$ cat src/rtl/mem_port_requester.sv
// mem_port_requester: in-order read/write requester for one memory port with credit-protected read responses
module mem_port_requester #(
  parameter int ADDR_WIDTH = 4,
  parameter int DATA_WIDTH = 32,
  parameter int CMD_DEPTH  = 4,
  parameter int RSP_DEPTH  = 4
) (
  input  logic                  clk,
  input  logic                  rst,
  input  logic                  cmd_valid,
  output logic                  cmd_ready,
  input  logic                  cmd_we,
  input  logic [ADDR_WIDTH-1:0] cmd_addr,
  input  logic [DATA_WIDTH-1:0] cmd_wdata,
  output logic                  rsp_valid,
  input  logic                  rsp_ready,
  output logic [DATA_WIDTH-1:0] rsp_data,
  output logic [ADDR_WIDTH-1:0] r_addr,
  output logic                  r_avalid,
  input  logic                  r_aready,
  input  logic                  r_dvalid,
  input  logic [DATA_WIDTH-1:0] r_data,
  output logic [ADDR_WIDTH-1:0] w_addr,
  output logic [DATA_WIDTH-1:0] w_data,
  output logic                  w_valid,
  input  logic                  w_ready,
  output logic                  busy,
  output logic                  err_unexp
);
  localparam int CA = $clog2(CMD_DEPTH);
  localparam int RA = $clog2(RSP_DEPTH);
  localparam int CW = CA + 1;
  localparam int RW = RA + 1;
  localparam logic [RA:0] RSP_FULL = RW'(RSP_DEPTH);

  typedef enum logic [1:0] {IDLE, ISSUE, STALL} state_t;
  state_t state;

  logic                  cq_we   [CMD_DEPTH];
  logic [ADDR_WIDTH-1:0] cq_addr [CMD_DEPTH];
  logic [DATA_WIDTH-1:0] cq_data [CMD_DEPTH];
  logic [DATA_WIDTH-1:0] rsp_mem [RSP_DEPTH];

  logic [CA:0] cwp, crp, crp_n;
  logic [RA:0] rwp, rrp, outstanding, rsp_count, out_n, cnt_n;
  logic cmd_empty, cmd_full, cmd_push, r_hs, w_hs, hs, dv_ok, rsp_pop;
  logic head_we, head_we_n, credit_ok, load, act_n;

  // FIFO status, handshakes, credit check and next-cycle counts
  always_comb begin
    cmd_empty = cwp == crp;
    cmd_full  = (cwp[CA] != crp[CA]) && (cwp[CA-1:0] == crp[CA-1:0]);
    cmd_ready = !cmd_full;
    cmd_push  = cmd_valid && !cmd_full;
    r_hs      = r_avalid && r_aready;
    w_hs      = w_valid && w_ready;
    hs        = r_hs || w_hs;
    dv_ok     = r_dvalid && outstanding != '0;
    rsp_valid = rwp != rrp;
    rsp_pop   = rsp_valid && rsp_ready;
    rsp_data  = rsp_valid ? rsp_mem[rrp[RA-1:0]] : '0;
    rsp_count = rwp - rrp;
    head_we   = cq_we[crp[CA-1:0]];
    credit_ok = (outstanding + rsp_count) < RSP_FULL;
    load      = !r_avalid && !w_valid && !cmd_empty && (head_we || credit_ok);
    busy      = state != IDLE || outstanding != '0;
    crp_n     = crp + CW'(hs);
    out_n     = outstanding + RW'(r_hs) - RW'(dv_ok);
    cnt_n     = rsp_count + RW'(dv_ok) - RW'(rsp_pop);
    act_n     = load || ((r_avalid || w_valid) && !hs);
    head_we_n = (crp_n == cwp) ? cmd_we : cq_we[crp_n[CA-1:0]];
  end

  // Command and response storage; credits guarantee a free response slot on every accepted r_dvalid
  always_ff @(posedge clk) begin
    if (cmd_push) begin
      cq_we[cwp[CA-1:0]]   <= cmd_we;
      cq_addr[cwp[CA-1:0]] <= cmd_addr;
      cq_data[cwp[CA-1:0]] <= cmd_wdata;
    end
    if (dv_ok) rsp_mem[rwp[RA-1:0]] <= r_data;
  end

  // Pointers, outstanding-read counter and the sticky unexpected-data flag
  always_ff @(posedge clk) begin
    if (rst) begin
      cwp         <= '0;
      crp         <= '0;
      rwp         <= '0;
      rrp         <= '0;
      outstanding <= '0;
      err_unexp   <= 1'b0;
    end else begin
      cwp         <= cwp + CW'(cmd_push);
      crp         <= crp_n;
      rwp         <= rwp + RW'(dv_ok);
      rrp         <= rrp + RW'(rsp_pop);
      outstanding <= out_n;
      err_unexp   <= err_unexp || (r_dvalid && outstanding == '0);
    end
  end

  // Issue registers: load the head when idle on the port, hold until the handshake, then drop for one cycle
  always_ff @(posedge clk) begin
    if (rst) begin
      r_avalid <= 1'b0;
      w_valid  <= 1'b0;
      r_addr   <= '0;
      w_addr   <= '0;
      w_data   <= '0;
    end else if (load) begin
      r_avalid <= !head_we;
      w_valid  <= head_we;
      r_addr   <= cq_addr[crp[CA-1:0]];
      w_addr   <= cq_addr[crp[CA-1:0]];
      w_data   <= cq_data[crp[CA-1:0]];
    end else if (hs) begin
      r_avalid <= 1'b0;
      w_valid  <= 1'b0;
    end
  end

  // Controller state: idle when the queue drains, stall when the head read has no credit
  always_ff @(posedge clk) begin
    if (rst) state <= IDLE;
    else state <= (crp_n == cwp + CW'(cmd_push)) ? IDLE :
                  (!act_n && !head_we_n && (out_n + cnt_n) == RSP_FULL) ? STALL : ISSUE;
  end
endmodule

$ cat config.mk
export PLATFORM = sky130hd
export DESIGN_NAME = mem_port_requester
export DESIGN_NICKNAME = d
export VERILOG_FILES = /design/src/rtl/mem_port_requester.sv
export SDC_FILE = /design/constraint.sdc
export NUM_CORES = 1
export LEC_CHECK = 0
export CAP_MARGIN = 20
export CORE_MARGIN = 2
export CORE_UTILIZATION = 56
export DETAILED_ROUTE_END_ITERATION = 16
export PLACE_DENSITY = 0.8
export SLEW_MARGIN = 10
export SYNTH_ARGS = -nofsm -noshare
export SYNTH_HDL_FRONTEND = slang
export SYNTH_SLANG_ARGS = --single-unit
$ cat constraint.sdc
create_clock -name clk -period 5.8 [get_ports clk]
set_clock_uncertainty 0.1 [all_clocks]
set_input_delay 0.58 -clock clk [delete_from_list [all_inputs] [get_ports clk]]
set_output_delay 0.58 -clock clk [all_outputs]
set_load 0.02 [all_outputs]
==> impl_metrics.xml, run 1 <==
<?xml version="1.0" encoding="UTF-8"?>
<metrics>
  <group name="finish">
    <metric name="utilization" unit="%">70.2</metric>
    <metric name="areaGrowthSynthToFinish" unit="%">22.5</metric>
    <metric name="ratio_of_cells_with_drive_above_1_in_the_final_layout" unit="%">16.7</metric>
    <metric name="diode_count" unit="">0</metric>
    <metric name="layout.nets" unit="">951</metric>
    <metric name="post-route-cell-area" unit="um2">16000</metric>
  </group>
  <group name="clocking">
    <metric name="clock_tree.htree_level_count" unit="">2</metric>
    <metric name="worst_skew_pair.late_latency" unit="ns">0.50</metric>
    <metric name="clock_path_buffers" unit="">3</metric>
    <metric name="cts-buffers-inserted" unit="">34</metric>
    <metric name="path_clk_slew" unit="ns">0.06</metric>
    <metric name="tritoncts" unit="">yes</metric>
    <metric name="tritoncts_num_sinks" unit="">332</metric>
    <metric name="root_buffer_cell" unit="">sky130_fd_sc_hd__clkbuf_16</metric>
    <metric name="cts.repair.resized" unit="">0</metric>
    <metric name="cts_setup_buffers" unit="">0</metric>
    <metric name="hold_buffers" unit="">0</metric>
  </group>
  <group name="floorplanning">
    <metric name="floorplan.rows" unit="">55</metric>
    <metric name="dieArea" unit="um2">24600</metric>
    <metric name="coreArea" unit="um2">22800</metric>
    <metric name="overall_die_height" unit="um">157</metric>
    <metric name="initial_utilization" unit="%">57.3</metric>
    <metric name="fp.dieW" unit="um">157</metric>
    <metric name="top_level_i_o_count" unit="">154</metric>
  </group>
  <group name="yosys">
    <metric name="synthesis.nets" unit="">787</metric>
    <metric name="xor_xnor_share_of_the_synthesized_area" unit="%">1.85</metric>
    <metric name="combinational_family_with_the_most_area_after_synthesis" unit="">multiplexers</metric>
    <metric name="synth_edf_count" unit="">276</metric>
    <metric name="netlist_instances" unit="">694</metric>
    <metric name="yosys_most_used_dff" unit="">sky130_fd_sc_hd__edfxtp_1</metric>
    <metric name="syn-cell-area" unit="um2">13100</metric>
    <metric name="synth.yosys.seq_area_share" unit="%">72.1</metric>
    <metric name="async_reset_ff_share" unit="%">0</metric>
    <metric name="synth-compound-area-share" unit="%">0.795</metric>
    <metric name="post_synth_num_cell_types" unit="">39</metric>
    <metric name="ys_seq_elements" unit="">332</metric>
    <metric name="simple_gate_share_of_the_synthesized_area" unit="%">6.78</metric>
    <metric name="synthMuxAreaShare" unit="%">14.8</metric>
    <metric name="ys.warnings.count" unit="">0</metric>
    <metric name="syn_avg_cell_area" unit="um2">18.8</metric>
    <metric name="synth_adder_area_share" unit="%">1.80</metric>
  </group>
  <group name="critical_path">
    <metric name="start_kind" unit="">flip-flop</metric>
    <metric name="worst-endpoint-arrival" unit="ns">4.32</metric>
    <metric name="required" unit="ns">5.99</metric>
    <metric name="cp_cell_sequence" unit="">or3_1 -&gt; nand2_1 -&gt; a21oi_1 -&gt; nand2b_1 -&gt; ha_1 -&gt; inv_1 -&gt; ha_1 -&gt; xor2_1 -&gt; ha_1 -&gt; o21bai_1 -&gt; fa_1 -&gt; xor2_1 -&gt; xnor2_1 -&gt; xor2_1 -&gt; a41oi_1</metric>
    <metric name="critical-path-slowest-cell" unit="">sky130_fd_sc_hd__or3_1</metric>
    <metric name="largest_driver_fanout_on_the_critical_path" unit="">9</metric>
    <metric name="setup.worst_path.end_class" unit="">flip-flop</metric>
    <metric name="crit_path_max_incr_delay" unit="ns">0.42</metric>
    <metric name="setup.worst_path.class" unit="">flip-flop to flip-flop</metric>
  </group>
  <group name="placement">
    <metric name="post-dp-hpwl" unit="mm">14.6</metric>
    <metric name="port-buffer-count" unit="">153</metric>
    <metric name="gp_congestion" unit="">0.785</metric>
    <metric name="place_area" unit="um2">14900</metric>
  </group>
  <group name="global_routing">
    <metric name="groute.layer.met3.usage" unit="%">5.43</metric>
    <metric name="grt_pass1_wl" unit="mm">38.3</metric>
    <metric name="grt.overflow.total" unit="">0</metric>
    <metric name="grt.busiest_layer" unit="">met2</metric>
    <metric name="grtUsageMet2" unit="%">35.5</metric>
    <metric name="grt_pass1_vias" unit="">7121</metric>
    <metric name="groute.layer.met1.usage" unit="%">25.8</metric>
    <metric name="grt.total_usage" unit="%">20.5</metric>
    <metric name="number_of_antenna_violations_at_the_first_check_in_global_routing" unit="">2</metric>
    <metric name="pin_count_of_the_biggest_net_entering_global_routing" unit="">92</metric>
  </group>
  <group name="sta">
    <metric name="maxSlewHeadroom" unit="%">27.3</metric>
    <metric name="final_min_period_over_clock_period" unit="%">71.1</metric>
    <metric name="max_freq" unit="MHz">242</metric>
    <metric name="timing.final.setup_violations" unit="">0</metric>
    <metric name="max_slew.worst_pin.slew" unit="ns">1.09</metric>
    <metric name="rsz0062_at_grt" unit="">no</metric>
    <metric name="timing.final.crit_period" unit="ns">4.12</metric>
    <metric name="fin_setup_tns" unit="ns">0</metric>
    <metric name="max_slew_vio_count" unit="">0</metric>
    <metric name="final-hold-violation-count" unit="">0</metric>
  </group>
  <group name="route">
    <metric name="viasPerCell" unit="">5.45</metric>
    <metric name="drt_first_pass_iters" unit="">5</metric>
    <metric name="postRouteAntennaNets" unit="">0</metric>
    <metric name="wire_per_inst" unit="um">20.4</metric>
    <metric name="drt_first_iter_violations" unit="">418</metric>
    <metric name="drt-total-wl" unit="mm">24.3</metric>
    <metric name="drc_violations_left" unit="">0</metric>
    <metric name="dr_total_vias" unit="">6505</metric>
  </group>
  <group name="min_path">
    <metric name="worstHoldPathType" unit="">flip-flop to flip-flop</metric>
  </group>
  <group name="job">
    <metric name="max_cap_viol_count" unit="">0</metric>
  </group>
  <group name="status">
    <metric name="outcome" unit="">complete, no violations</metric>
  </group>
  <group name="power">
    <metric name="power.ir.vdd_worst" unit="uV">378</metric>
    <metric name="powerDensity" unit="nW/um2">488</metric>
    <metric name="p_leak" unit="uW">0.00539</metric>
  </group>
</metrics>
logic make-up after synthesis:
kind of cell,Yosys count
simple gates,148
fa+ha+maj,17
compound gates,15
mux,106
buf+inv,51
xor+xnor,25
flops,332
report_power, final:
group | total [uW] | switching, uW | internal [uW]
Sequential | 3080 | 175 | 2900
Combinational | 2640 | 1360 | 1280
Clock | 2090 | 827 | 1260
Total | 7800 | 2360 | 5440
through the flow:
| step | instances | worst slack [ns] | total power (uW) | hold WS, ns |
|---|---|---|---|---|
| floorplan | 694 | 1.34 | 4840 | 0.405 |
| global placement | 1135 | 1.67 | 5690 | 0.354 |
| detailed placement | 1135 | 1.46 | 5770 | 0.373 |
| CTS | 1194 | 1.70 | 7890 | 0.378 |
| global route | 1194 | 1.51 | 8180 | 0.400 |
| finish | 1194 | 1.68 | 7800 | 0.377 |
state kept, by name (all words and copies together), names as in the netlist, 2 cells and up:
| signal | count |
|---|---|
| crp | 3 |
| rwp | 3 |
| rrp | 3 |
| w_data | 32 |
| w_addr | 4 |
| state | 2 |
| cq_addr | 16 |
| cq_we | 4 |
| cq_data | 128 |
| cwp | 3 |
| rsp_mem | 128 |
| outstanding | 3 |
layout by cell type, fill, tap and decap left out, types with 4 or more instances in the layout:
cell type | synthesis | layout
sky130_fd_sc_hd__edfxtp_1 | 276 | 276
sky130_fd_sc_hd__buf_4 | 6 | 13
sky130_fd_sc_hd__clkbuf_16 | 0 | 35
sky130_fd_sc_hd__nand2b_1 | 73 | 73
sky130_fd_sc_hd__ha_1 | 14 | 14
sky130_fd_sc_hd__clkdlybuf4s50_1 | 0 | 152
sky130_fd_sc_hd__clkbuf_1 | 20 | 11
sky130_fd_sc_hd__nor2b_1 | 40 | 40
sky130_fd_sc_hd__a21oi_1 | 4 | 4
sky130_fd_sc_hd__dfxtp_1 | 56 | 53
sky130_fd_sc_hd__xor2_1 | 6 | 6
sky130_fd_sc_hd__nand2_1 | 4 | 4
sky130_fd_sc_hd__nor2_1 | 15 | 15
sky130_fd_sc_hd__mux4_2 | 70 | 70
sky130_fd_sc_hd__clkbuf_8 | 0 | 4
sky130_fd_sc_hd__xnor2_1 | 17 | 17
sky130_fd_sc_hd__inv_1 | 13 | 13
sky130_fd_sc_hd__mux2i_1 | 36 | 36
synth_stat cells, drive strengths merged (2+ instances only):
master / number / area [um2]
or3: 3 / 18.8
mux2i: 36 / 360
clkbuf: 20 / 75.1
fa: 3 / 60.1
xnor2: 18 / 165
buf: 18 / 120
nor3: 4 / 20.0
nor3b: 3 / 22.5
dfxtp: 56 / 1120
and3: 2 / 12.5
nor2b: 40 / 250
edfxtp: 276 / 8290
xor2: 6 / 52.6
mux4: 70 / 1580
o21ai: 2 / 13.8
inv: 13 / 48.8
nand2b: 73 / 457
ha: 14 / 175
a21oi: 4 / 20.0
nor2: 15 / 56.3
nand2: 4 / 15.0
a22oi: 2 / 15.0
metal layers:
layer	wire length (um)	vias to the layer above
met5	26	-
met4	393	4
met3	2000	34
met2	12400	208
met1	9470	3284
li1	-	2975
path summary, 6_finish.rpt:
path / cells past startpoint / slack, ns / start / endpoint
worst min register to register: 2 / 0.38 / w_data[24] / w_data[24]
worst min-delay path: 2 / 0.38 / w_data[24] / w_data[24]
worst max register to register: 15 / 1.68 / outstanding[2] / state[0]
worst max-delay path: 15 / 1.68 / outstanding[2] / state[0]
layout make-up:
type | instances | area, um2
fill | 1373 | 6780
tap | 313 | 392
multi-input combinational | 311 | 3440
sequential | 332 | 9410
inverter | 13 | 48.8
timing repair buffer | 166 | 1620
clock inverter | 8 | 100
clock buffer | 51 | 980
critical path: cells and delay by family, from the launching register on:
family	cells	cell delay [ns]
and+or+nand+nor	3	0.91
buffers and inverters	1	0.05
adders and majority gates	4	1.21
AOI/OAI and AO/OA	3	0.46
xor gates and xnor gates	4	0.84
DFF	1	0.37
Power figures use the tool's default switching activity.
==> inputs of run 2 (changes only) <==
CORE_UTILIZATION = 50   (was 56)
PLACE_DENSITY = 0.75   (was 0.8)
clock period = 3.6 ns   (was 5.8 ns; I/O delays follow)
==> run 2 against run 1 <==
  * Critical path depth unchanged
  * Sequential power up 59%
  * Fmax up 21%
  * Global-route usage down 3.2 points
  * Sequential share of layout area down 0.41 points
  * Via count up 0.48%
  * Critical path type unchanged
  * Critical endpoint is now state[1]
==> impl_metrics.xml, run 2 (same netlist as run 1, synthesis figures left out) <==
<?xml version="1.0" encoding="UTF-8"?>
<metrics>
  <group name="placement">
    <metric name="gp_congestion" unit="">0.730</metric>
    <metric name="port-buffer-count" unit="">153</metric>
    <metric name="post-dp-hpwl" unit="mm">13.8</metric>
    <metric name="dpl_worst_slack" unit="ns">-0.0582</metric>
    <metric name="place_area" unit="um2">15000</metric>
  </group>
  <group name="sta">
    <metric name="rsz0062_at_grt" unit="">no</metric>
    <metric name="timing.final.crit_period" unit="ns">3.42</metric>
    <metric name="max_slew.worst_pin.slew" unit="ns">0.876</metric>
    <metric name="hold-worst-slack" unit="ns">0.372</metric>
    <metric name="final-hold-violation-count" unit="">0</metric>
    <metric name="max_slew_vio_count" unit="">0</metric>
    <metric name="timing.final.setup_violations" unit="">0</metric>
    <metric name="max_freq" unit="MHz">292</metric>
    <metric name="final_critical_path_setup_slack" unit="ns">0.180</metric>
    <metric name="final_min_period_over_clock_period" unit="%">95.0</metric>
    <metric name="maxSlewHeadroom" unit="%">41.6</metric>
  </group>
  <group name="global_routing">
    <metric name="grt_pass1_vias" unit="">6764</metric>
    <metric name="grt.overflow.total" unit="">0</metric>
    <metric name="number_of_antenna_violations_at_the_first_check_in_global_routing" unit="">1</metric>
    <metric name="grt.total_usage" unit="%">17.3</metric>
    <metric name="pin_count_of_the_biggest_net_entering_global_routing" unit="">51</metric>
    <metric name="grt_pass1_wl" unit="mm">36.1</metric>
  </group>
  <group name="floorplanning">
    <metric name="coreArea" unit="um2">25800</metric>
    <metric name="initial_utilization" unit="%">50.5</metric>
    <metric name="floorplan.rows" unit="">59</metric>
    <metric name="top_level_i_o_count" unit="">154</metric>
    <metric name="fp.dieW" unit="um">166</metric>
    <metric name="overall_die_height" unit="um">166</metric>
    <metric name="dieArea" unit="um2">27400</metric>
  </group>
  <group name="route">
    <metric name="viasPerCell" unit="">5.33</metric>
    <metric name="postRouteAntennaNets" unit="">0</metric>
    <metric name="drt_first_iter_violations" unit="">397</metric>
    <metric name="drt_first_pass_iters" unit="">5</metric>
    <metric name="dr_total_vias" unit="">6536</metric>
    <metric name="wire_per_inst" unit="um">19.4</metric>
    <metric name="drc_violations_left" unit="">0</metric>
    <metric name="drt-total-wl" unit="mm">23.7</metric>
  </group>
  <group name="power">
    <metric name="power_frac_seq" unit="%">38.7</metric>
    <metric name="p_leak" unit="uW">0.00544</metric>
    <metric name="switching_share" unit="%">30.2</metric>
    <metric name="p_comb_share" unit="%">35.2</metric>
    <metric name="power_frac_clock" unit="%">26.1</metric>
    <metric name="internal_power" unit="uW">8820</metric>
    <metric name="powerDensity" unit="nW/um2">784</metric>
    <metric name="netSwitchingPower" unit="uW">3820</metric>
    <metric name="power.ir.vdd_worst" unit="uV">582</metric>
  </group>
  <group name="critical_path">
    <metric name="setup.worst_path.end_class" unit="">flip-flop</metric>
    <metric name="critical_path.n_buffers_inverters" unit="">1</metric>
    <metric name="crit_path_max_incr_delay" unit="ns">0.39</metric>
    <metric name="critical-path-slowest-cell" unit="">sky130_fd_sc_hd__fa_2</metric>
    <metric name="required" unit="ns">3.90</metric>
    <metric name="setup.worst_path.class" unit="">flip-flop to flip-flop</metric>
    <metric name="largest_driver_fanout_on_the_critical_path" unit="">4</metric>
    <metric name="worst-endpoint-arrival" unit="ns">3.72</metric>
    <metric name="cpLargestDelayFamily" unit="">adder cells</metric>
    <metric name="cp_cell_sequence" unit="">or3_4 -&gt; nand2_2 -&gt; a21oi_1 -&gt; nand2b_1 -&gt; ha_1 -&gt; inv_2 -&gt; ha_4 -&gt; xor2_1 -&gt; ha_1 -&gt; o21bai_1 -&gt; fa_2 -&gt; xor2_2 -&gt; xnor2_2 -&gt; xnor2_1 -&gt; nor4b_2</metric>
    <metric name="critical_path.most_common_cell" unit="">sky130_fd_sc_hd__ha_1</metric>
    <metric name="start_kind" unit="">flip-flop</metric>
  </group>
  <group name="finish">
    <metric name="mostFrequentLayoutCell" unit="">sky130_fd_sc_hd__edfxtp_1</metric>
    <metric name="areaGrowthSynthToFinish" unit="%">23.4</metric>
    <metric name="layout.nets" unit="">961</metric>
    <metric name="ratio_of_cells_with_drive_above_1_in_the_final_layout" unit="%">18.1</metric>
    <metric name="post-route-cell-area" unit="um2">16100</metric>
    <metric name="commonest_cells_after_routing_fill_and_taps_aside" unit="">276 x sky130_fd_sc_hd__edfxtp_1, 152 x sky130_fd_sc_hd__clkdlybuf4s50_1, 73 x sky130_fd_sc_hd__nand2b_1</metric>
  </group>
  <group name="clocking">
    <metric name="cts-buffers-inserted" unit="">35</metric>
    <metric name="worst_skew_pair.late_latency" unit="ns">0.49</metric>
    <metric name="root_buffer_cell" unit="">sky130_fd_sc_hd__clkbuf_16</metric>
    <metric name="clock_tree.htree_level_count" unit="">2</metric>
    <metric name="cts_setup_buffers" unit="">0</metric>
    <metric name="hold_buffers" unit="">0</metric>
    <metric name="tritoncts_num_sinks" unit="">332</metric>
    <metric name="clock_path_buffers" unit="">3</metric>
    <metric name="path_clk_slew" unit="ns">0.06</metric>
    <metric name="tritoncts" unit="">yes</metric>
  </group>
  <group name="status">
    <metric name="outcome" unit="">complete, no violations</metric>
  </group>
  <group name="min_path">
    <metric name="worstHoldPathType" unit="">flip-flop to flip-flop</metric>
  </group>
  <group name="job">
    <metric name="max_cap_viol_count" unit="">0</metric>
  </group>
</metrics>
[run 2: cell types whose count changed in the layout (fill, tap and decap cells not counted), sizes merged]
cell      previous run  this run
diode                0         1
clkinvlp             1         0
clkinv               4        11
buf                 14        23
clkbuf              51        45
[run 2: repair_timing]
item | 4_1_cts | 5_1_grt
gates resized for setup | 2 | 6
setup endpoints to repair | 1 | 2
pin swaps | 1 | 3
[run 2: tightest hold or removal path: stages, from the launching register on]
cell,delay [ns]
sky130_fd_sc_hd__dfxtp_1,0.33
sky130_fd_sc_hd__a21oi_1,0.04
sky130_fd_sc_hd__nor2_1,0.07
[run 2: worst paths after layout]
path                   from         to  slack (ns)  cells past startpoint
max          outstanding[0]   state[1]        0.18                     15
max reg2reg  outstanding[0]   state[1]        0.18                     15
min reg2reg       err_unexp  err_unexp        0.37                      2
min               err_unexp  err_unexp        0.37                      2
[run 2: metal layers]
layer | vias up | part of all wire (%) | global-route usage, %
li1 | 2998 | - | -
met1 | 3319 | 43 | 22.8
met2 | 193 | 49 | 29.2
met3 | 26 | 6.8 | 4.10
met4 | 0 | 1.3 | 4.08
met5 | - | 0 | 1.14
[run 2: power by group through the flow]
stage	sequential [uW]	clock [uW]	combinational [uW]
CTS	4900	3380	4400
global placement	4960	0	4320
global route	4940	3520	4850
detailed placement	4970	0	4360
finish	4890	3290	4450
floorplan	5150	0	2670
[run 2: layout make-up]
type	count	area [um2]
flip-flops and latches	332	9410
repair buffers	175	1690
clock buffers	45	933
diodes	1	2.50
well taps	335	419
multi-input cells	311	3490
inverters	13	48.8
clock inverters	14	115
fillers	1863	9720
[run 2: stage by stage]
step                      utilization (%)  TNS (ns)  total power (uW)  cells
after floorplan                         -    -86.23              7820    694
after global placement               58.1         0              9280   1166
after detailed placement             58.1    -0.114              9330   1166
after CTS                            62.2         0             12700   1225
after global routing                 62.4         0             13300   1226
final                                62.4         0             12600   1226
==> inputs of run 3 (changes only) <==
CORE_UTILIZATION = 56   (was 50)
MAX_ROUTING_LAYER = met4   (was not set)
PLACE_DENSITY = 0.8   (was 0.75)
SLEW_MARGIN = 20   (was 10)
clock period = 3.9 ns   (was 3.6 ns; I/O delays follow)
==> run 3 against run 2 <==
  * Global-route usage grew 3.8 points
  * Hold slack barely moved
  * Core utilization grew 8.0 points
  * Cell count is 2.3% lower
  * Worst setup slack got worse by 0.00086 ns
  * Wire length grew 2.5%
  * Largest cell class unchanged
  * Design area decreased by 0.51%
  * Critical path depth unchanged
  * Non-clock buffer count decreased by 7
==> impl_metrics.xml, run 3 (same netlist as run 1, synthesis figures left out) <==
<?xml version="1.0" encoding="UTF-8"?>
<metrics>
  <group name="route">
    <metric name="wire_per_inst" unit="um">20.3</metric>
    <metric name="drt_first_iter_violations" unit="">348</metric>
    <metric name="drt_first_pass_iters" unit="">4</metric>
    <metric name="dr_total_vias" unit="">6673</metric>
    <metric name="drt-total-wl" unit="mm">24.3</metric>
    <metric name="postRouteAntennaNets" unit="">0</metric>
    <metric name="drc_violations_left" unit="">0</metric>
    <metric name="viasPerCell" unit="">5.57</metric>
  </group>
  <group name="min_path">
    <metric name="worstHoldPathType" unit="">flip-flop to flip-flop</metric>
  </group>
  <group name="floorplanning">
    <metric name="dieArea" unit="um2">24600</metric>
    <metric name="coreArea" unit="um2">22800</metric>
    <metric name="top_level_i_o_count" unit="">154</metric>
    <metric name="initial_utilization" unit="%">57.3</metric>
    <metric name="floorplan.rows" unit="">55</metric>
    <metric name="overall_die_height" unit="um">157</metric>
    <metric name="fp.dieW" unit="um">157</metric>
  </group>
  <group name="power">
    <metric name="powerDensity" unit="nW/um2">728</metric>
    <metric name="power.ir.vdd_worst" unit="uV">585</metric>
    <metric name="design_power_total" unit="uW">11700</metric>
    <metric name="p_leak" unit="uW">0.00541</metric>
  </group>
  <group name="critical_path">
    <metric name="cp_cell_sequence" unit="">or3_1 -&gt; nand2_1 -&gt; a21oi_1 -&gt; nand2b_1 -&gt; ha_1 -&gt; inv_1 -&gt; ha_1 -&gt; xor2_1 -&gt; ha_1 -&gt; o21bai_1 -&gt; fa_1 -&gt; xor2_2 -&gt; xnor2_2 -&gt; xnor2_1 -&gt; nor4b_2</metric>
    <metric name="critical-path-slowest-cell" unit="">sky130_fd_sc_hd__or3_1</metric>
    <metric name="critical_path.n_buffers_inverters" unit="">1</metric>
    <metric name="critical_path.most_common_cell" unit="">sky130_fd_sc_hd__ha_1</metric>
    <metric name="start_kind" unit="">flip-flop</metric>
    <metric name="crit_path_max_incr_delay" unit="ns">0.42</metric>
    <metric name="worst-endpoint-arrival" unit="ns">4.04</metric>
    <metric name="setup.worst_path.class" unit="">flip-flop to flip-flop</metric>
    <metric name="setup.worst_path.end_class" unit="">flip-flop</metric>
    <metric name="cpLargestDelayFamily" unit="">adder cells</metric>
    <metric name="largest_driver_fanout_on_the_critical_path" unit="">4</metric>
    <metric name="required" unit="ns">4.22</metric>
  </group>
  <group name="status">
    <metric name="outcome" unit="">complete, no violations</metric>
  </group>
  <group name="sta">
    <metric name="final_min_period_over_clock_period" unit="%">95.4</metric>
    <metric name="final-hold-violation-count" unit="">0</metric>
    <metric name="max_slew_vio_count" unit="">0</metric>
    <metric name="timing.final.crit_period" unit="ns">3.72</metric>
    <metric name="maxSlewHeadroom" unit="%">31.8</metric>
    <metric name="timing.final.setup_violations" unit="">0</metric>
    <metric name="max_slew.worst_pin.slew" unit="ns">1.02</metric>
    <metric name="fin_setup_tns" unit="ns">0</metric>
    <metric name="max_freq" unit="MHz">269</metric>
  </group>
  <group name="global_routing">
    <metric name="number_of_antenna_violations_at_the_first_check_in_global_routing" unit="">0</metric>
    <metric name="grt_pass1_wl" unit="mm">38.4</metric>
    <metric name="pin_count_of_the_biggest_net_entering_global_routing" unit="">63</metric>
    <metric name="grt.overflow.total" unit="">0</metric>
    <metric name="grt_pass1_vias" unit="">7302</metric>
    <metric name="grt.total_usage" unit="%">21.0</metric>
  </group>
  <group name="placement">
    <metric name="post-dp-hpwl" unit="mm">14.4</metric>
    <metric name="place_area" unit="um2">14900</metric>
    <metric name="port-buffer-count" unit="">153</metric>
    <metric name="gp_congestion" unit="">0.818</metric>
  </group>
  <group name="finish">
    <metric name="nFillCells" unit="">1387</metric>
    <metric name="layout.nets" unit="">953</metric>
    <metric name="areaGrowthSynthToFinish" unit="%">22.8</metric>
    <metric name="post-route-cell-area" unit="um2">16000</metric>
    <metric name="mostFrequentLayoutCell" unit="">sky130_fd_sc_hd__edfxtp_1</metric>
    <metric name="commonest_cells_after_routing_fill_and_taps_aside" unit="">276 x sky130_fd_sc_hd__edfxtp_1, 152 x sky130_fd_sc_hd__clkdlybuf4s50_1, 73 x sky130_fd_sc_hd__nand2b_1</metric>
    <metric name="ratio_of_cells_with_drive_above_1_in_the_final_layout" unit="%">16.8</metric>
    <metric name="diode_count" unit="">0</metric>
  </group>
  <group name="clocking">
    <metric name="worst_skew_pair.late_latency" unit="ns">0.50</metric>
    <metric name="path_clk_slew" unit="ns">0.06</metric>
    <metric name="hold_buffers" unit="">0</metric>
    <metric name="root_buffer_cell" unit="">sky130_fd_sc_hd__clkbuf_16</metric>
    <metric name="clock_path_buffers" unit="">3</metric>
    <metric name="cts-buffers-inserted" unit="">34</metric>
    <metric name="tritoncts_num_sinks" unit="">332</metric>
    <metric name="tritoncts" unit="">yes</metric>
    <metric name="clock_tree.htree_level_count" unit="">2</metric>
  </group>
  <group name="job">
    <metric name="max_cap_viol_count" unit="">0</metric>
  </group>
</metrics>
## run 3: cell types whose count changed in the layout (fill, tap and decap cells not counted), sizes merged
cell      delta
buf          -7
bufinv       -1
clkbuf       -1
clkinv       +2
clkinvlp     +1
diode        -1
inv          +1
## run 3: worst min-delay path: cells and delay by family, from the launching register on
kind	cells	cell delay, ns
DFF	1	0.33
AOI/OAI and AO/OA	1	0.04
and+or+nand+nor	1	0.06
## run 3: worst paths after layout
check / startpoint / end / slack [ns] / cells after the start
setup / recovery: outstanding[2] / state[1] / 0.18 / 15
hold / removal: err_unexp / err_unexp / 0.37 / 2
setup reg to reg: outstanding[2] / state[1] / 0.18 / 15
hold reg to reg: err_unexp / err_unexp / 0.37 / 2
## run 3: area by class of cell
type / instances / area (um2) / share of cell area, %
clock buffer: 44 / 950 / 5.92
inverter: 13 / 48.8 / 0.304
multi-input combinational: 311 / 3460 / 21.6
tap: 313 / 392 / 2.44
clock inverter: 17 / 119 / 0.741
sequential: 332 / 9410 / 58.7
timing repair buffer: 168 / 1650 / 10.3
## run 3: per-layer routing
metal	vias up	wire length (um)	track usage, %
met1	3437	9790	25.4
met2	221	12400	36.1
met4	0	401	5.50
li1	2979	-	-
met3	36	1710	4.87
met5	-	0	-
## run 3: timing repair
item	4_1_cts	5_1_grt
buffers inserted	0	0
setup endpoints to repair	0	2
gates resized for setup	0	2
## run 3: power breakdown
| group | internal (uW) | switching (uW) |
|---|---|---|
| Sequential | 4310 | 216 |
| Combinational | 1980 | 2120 |
| Clock | 1790 | 1270 |
| Total | 8080 | 3600 |
## run 3: stage by stage
step	setup WS (ns)	utilization (%)	cells	hold slack (ns)
after global placement	0.234	65.6	1137	0.353
final	0.179	70.4	1198	0.371
after CTS	0.167	70.3	1198	0.377
after global routing	-0.000487	70.4	1198	0.407
after floorplan	-0.562	-	694	0.389
after detailed placement	0.0961	65.6	1137	0.362
